==> config.mk <==
export PLATFORM = sky130hd
export DESIGN_NAME = ingress_bundle_arb
export DESIGN_NICKNAME = d
export VERILOG_FILES = /design/src/rtl/ingress_bundle_arb.sv
export SDC_FILE = /design/constraint.sdc
export NUM_CORES = 1
export LEC_CHECK = 0
export CAP_MARGIN = 15
export CORE_ASPECT_RATIO = 1.75
export CORE_MARGIN = 2
export CORE_UTILIZATION = 43
export CTS_CLUSTER_SIZE = 24
export DETAILED_ROUTE_END_ITERATION = 12
export GPL_TIMING_DRIVEN = 0
export PLACE_DENSITY = 0.77
export SLEW_MARGIN = 20
export SYNTH_ARGS = -nofsm -noshare
export SYNTH_HDL_FRONTEND = slang
export SYNTH_SLANG_ARGS = --single-unit
export TNS_END_PERCENT = 1
==> constraint.sdc <==
create_clock -name clk -period 2.9 [get_ports clk]
set_clock_uncertainty 0.2 [all_clocks]
set_input_delay 0.58 -clock clk [delete_from_list [all_inputs] [get_ports clk]]
set_output_delay 0.58 -clock clk [all_outputs]
set_load 0.1 [all_outputs]
==> src/rtl/ingress_bundle_arb.sv <==
// ingress_bundle_arb: bundle-atomic round-robin arbiter feeding the order-book ingress.
// Optional PIPEBOMB_ARB_NOP_DROP_EN consumes mid-bundle ITCH_NOP beats without forwarding them.
package pipebomb_pkg;
  localparam logic [3:0] ITCH_NOP = 4'h0;
  localparam logic [3:0] ITCH_ADD = 4'h1;
  typedef struct packed {
    logic [3:0]  opcode;
    logic        last_in_bundle;
    logic [15:0] data;
  } inst_t;
endpackage

module ingress_bundle_arb import pipebomb_pkg::*; #(
  parameter int N_SRC = 2,
  parameter int MAX_BUNDLE = 16,
  localparam int GW = (N_SRC > 1) ? $clog2(N_SRC) : 1
) (
  input  logic                clk,
  input  logic                rst,
  input  logic [N_SRC-1:0]    src_v,
  output logic [N_SRC-1:0]    src_r,
  input  inst_t [N_SRC-1:0]   src_d,
  output logic                m_v,
  input  logic                m_r,
  output inst_t               m_d,
  output logic [GW-1:0]       grant_idx,
  output logic                locked,
  output logic                bundle_abort,
  output logic [31:0]         stat_bundles,
  output logic [15:0]         stat_aborts
);
  localparam logic [0:0] S_IDLE = 1'b0;
  localparam logic [0:0] S_LOCKED = 1'b1;
  logic [0:0] state;
  logic [GW-1:0] rr_ptr, sel, nxt;
  logic [7:0] beat_cnt;
  logic can_acc, xfer, last, force_close, drop;
  inst_t beat, fwd;
  assign can_acc = !m_v || m_r;
  assign locked = state == S_LOCKED;
  // wrap-around pick first, then any valid source at or above rr_ptr overrides it
  always_comb begin
    sel = rr_ptr;
    for (int i = N_SRC - 1; i >= 0; i--) if (src_v[i]) sel = GW'(i);
    for (int i = N_SRC - 1; i >= 0; i--) if (src_v[i] && GW'(i) >= rr_ptr) sel = GW'(i);
    if (locked) sel = grant_idx;
  end
  always_comb begin
    beat = '0;
    src_r = '0;
    for (int i = 0; i < N_SRC; i++) begin
      if (GW'(i) == sel) beat = src_d[i];
      src_r[i] = can_acc && (locked || |src_v) && GW'(i) == sel;
    end
  end
  assign xfer = |(src_v & src_r);
  assign last = beat.last_in_bundle;
  assign force_close = locked && !last && beat_cnt == 8'(MAX_BUNDLE - 1);
  assign nxt = (sel == GW'(N_SRC - 1)) ? '0 : sel + GW'(1);
  always_comb begin
    fwd = beat;
    fwd.last_in_bundle = last || force_close;
  end
`ifdef PIPEBOMB_ARB_NOP_DROP_EN
  assign drop = beat.opcode == ITCH_NOP && !fwd.last_in_bundle;
`else
  assign drop = 1'b0;
`endif
  always_ff @(posedge clk) begin
    if (rst) begin
      state <= S_IDLE;
      rr_ptr <= '0;
      grant_idx <= '0;
      beat_cnt <= '0;
      m_v <= 1'b0;
      m_d <= '0;
      bundle_abort <= 1'b0;
      stat_bundles <= '0;
      stat_aborts <= '0;
    end else begin
      bundle_abort <= xfer && force_close;
      if (can_acc) m_v <= xfer && !drop;
      if (xfer && !drop) m_d <= fwd;
      if (xfer) begin
        if (last || force_close) begin
          state <= S_IDLE;
          rr_ptr <= nxt;
        end else if (!locked) begin
          state <= S_LOCKED;
          grant_idx <= sel;
          beat_cnt <= 8'd1;
        end else beat_cnt <= beat_cnt + 8'd1;
        if (last) stat_bundles <= stat_bundles + 32'd1;
        if (force_close && stat_aborts != 16'hFFFF) stat_aborts <= stat_aborts + 16'd1;
      end
    end
  end
endmodule
==> flow_summary.ini <==
[sta]
layout_min_cycle_time_ns = 2.839
worst_slew_pin_slew_ns = 0.9967
hold_violations = 0
timing.hold.ws_ns = 0.2859
finalSetupViolations = 0
drv_slew = 0
max_slew_margin_pct = 33.35
rsz0062_at_grt = no
period_share_pct = 97.91
max_freq_mhz = 352.2

[floorplanning]
top_level_ports = 122
dieArea_um2 = 10200
initial_utilization_pct = 44.37
die_x_um = 77.23
num_rows = 46
die_y_um = 132.1
core_area_um2 = 9094

[synthesis]
synthArstFlopShare_pct = 0
synth_area_leaders = dfxtp_1, a21oi_1, o21ai_0
synth.avg_cell_area_um2 = 8.354
synth_fp_nets = 533
ys_ff_latch = 82
synth_top_area_share_pct = 40.68
synth_cell_types = 46
syn_inst = 483
yosysTopAreaCell = dfxtp_1
netlist_area_um2 = 4035
ys_seq_area_share_pct = 40.68
ys_warn_count = 0
synth_edf_count = 0
synth_ff_type = dfxtp_1

[layout]
diodes = 0
nFillCells = 800
multi_input_area_um2 = 2316
register_area_um2 = 1649
final_cell_mix = clkdlybuf4s50_1, dfxtp_1, a21oi_1, o21ai_0, nor2_1
final_common_cell = clkdlybuf4s50_1
layout-drive-gt1-share_pct = 8.374
final_nets = 667
instances_no_fill = 741
syn2layout_area_growth_pct = 44.62

[clocking]
path_clk_slew_ns = 0.06
cts_tree = yes
cts.sinks = 82
clock_latency_ns = 0.34
cts_made_buffers = 9
cts.htree.levels = 3
cts_max_path_buffers = 2
root_buffer = clkbuf_16

[routing]
finalWirelength_um = 11920
vias = 4288
initialDrtViolationCount = 257
viasPerCell = 5.787
ant_nets = 0
wl_per_cell_um = 16.08
drc_errors = 0
drtPass1Iterations = 5

[critical_path]
critPathKind = input port to output port
critPathCaptureType = output port
critPathArrivalTime_ns = 2.06
path_max_fanout = 6
crit_path_start_kind = input port
crit_required_ns = 2.12

[power]
leakage_nw = 1.900
peakVddDrop_mv = 0.4529
design_power_total_mw = 3.161
power_density_nw_per_um2 = 541.6

[grt]
gr-total-overflow = 0
grt_max_degree = 13
grt_pass1_wl_um = 19780
grt_use_total_pct = 23.71
grt_pass1_vias = 4205
grt_antenna_before_repair = 0

[run_status]
status = completed

[placement]
gp_congestion = 0.8812
dpl.hpwl_um = 8884
dp_cells = 724
io_buffer_count = 121

[job]
maxCapViolCount = 0

[worst_hold_path]
min_path_type = flop to flop
[kinds of logic after synthesis]
logic type	synth area share, %
buffers and inverters	3.814
and+or+nand+nor	23.88
muxes	6.853
DFF	40.68
adders and majority gates	0.9303
xor gates and xnor gates	1.519
AOI/OAI and AO/OA	22.33
[worst max-delay path, cell delays in order]
cell             delay (ns)
clkdlybuf4s50_1        0.45
nor2b_1                0.04
clkbuf_2               0.15
or2_2                  0.30
clkbuf_2               0.18
nor2_4                 0.16
buf_12                 0.18
[synthesized netlist by cell type (2+ instances only)]
library cell  count
a221oi_1          2
o31a_1            2
mux2i_1          22
nor3_1           11
nand3b_1          2
xor2_1            5
clkbuf_1         27
or3_1            17
a211oi_1          3
nand2_1          24
ha_1              3
nand3_1          18
mux2_2            5
o2111ai_1         3
nor2b_1           7
nand4_1          11
a211o_1           2
a21oi_1          60
o21a_1            7
nor2_1           31
o211ai_1          4
nand4b_1          5
nor4_1            8
o31ai_1          13
and4_1            7
nand2b_1          2
or4_1            15
o41ai_1           2
dfxtp_1          82
and3_1            4
or2_2             3
inv_1            11
o21ai_0          48
and2_1            4
xnor2_1           2
[stage by stage]
stage | util, % | worst slack, ns | setup TNS [ns] | area [um2]
3_5_place_dp | 59.49 | -1.530 | -31.42 | 5410
6_report | 64.17 | 0.06055 | 0 | 5836
3_3_place_gp | 59.49 | -1.474 | -27.67 | 5410
2_1_floorplan | - | 0.01201 | 0 | 4049
5_1_grt | 64.17 | 0.0004652 | 0 | 5836
4_1_cts | 63.68 | -0.01159 | -0.02283 | 5791
[what timing repair did]
action / 4_1_cts / 5_1_grt
setup endpoints to repair: 42 / 20
pin swaps: 2 / 0
resized for setup: 30 / 15
hold buffers: 0 / 0
setup buffers: 2 / 0
[path summary, 6_finish.rpt]
path	start	end	slack (ns)	cells past startpoint
max	m_r	src_r[0]	0.06	7
min	stat_bundles[31]$_SDFFE_PP0P_	stat_bundles[31]$_SDFFE_PP0P_	0.29	2
max reg2reg	beat_cnt[0]$_SDFFE_PP0P_	stat_aborts[10]$_SDFFE_PP0P_	0.08	7
min reg2reg	stat_bundles[31]$_SDFFE_PP0P_	stat_bundles[31]$_SDFFE_PP0P_	0.29	2
[layout make-up]
type	count	share of cell area, %
inverter	11	0.7075
tap	120	2.573
sequential	82	28.26
clock buffer	13	4.460
timing repair buffer	123	21.16
buffer	28	2.123
multi-input combinational	362	39.69
clock inverter	2	1.029
[flip-flops by register name (all words and copies together), names as in the netlist]
register      flops
bundle_abort      1
stat_aborts      16
rr_ptr            1
m_d              21
grant_idx         1
beat_cnt          8
stat_bundles     32
m_v               1
locked            1
[routing by layer]
layer / global-route usage [%] / vias up / part of all wire, %
met5: 0 / - / 0
met1: 25.36 / 2022 / 38
met4: 7.143 / 0 / 1.4
met3: 6.027 / 13 / 6.5
met2: 44.69 / 167 / 54
li1: - / 2086 / -
[report_power, final]
part           total (mW)  switching, mW  internal (mW)
combinational       0.721          0.510          0.212
clock                1.24          0.442          0.797
sequential           1.20         0.0279           1.17
Power figures use the tool's default switching activity.
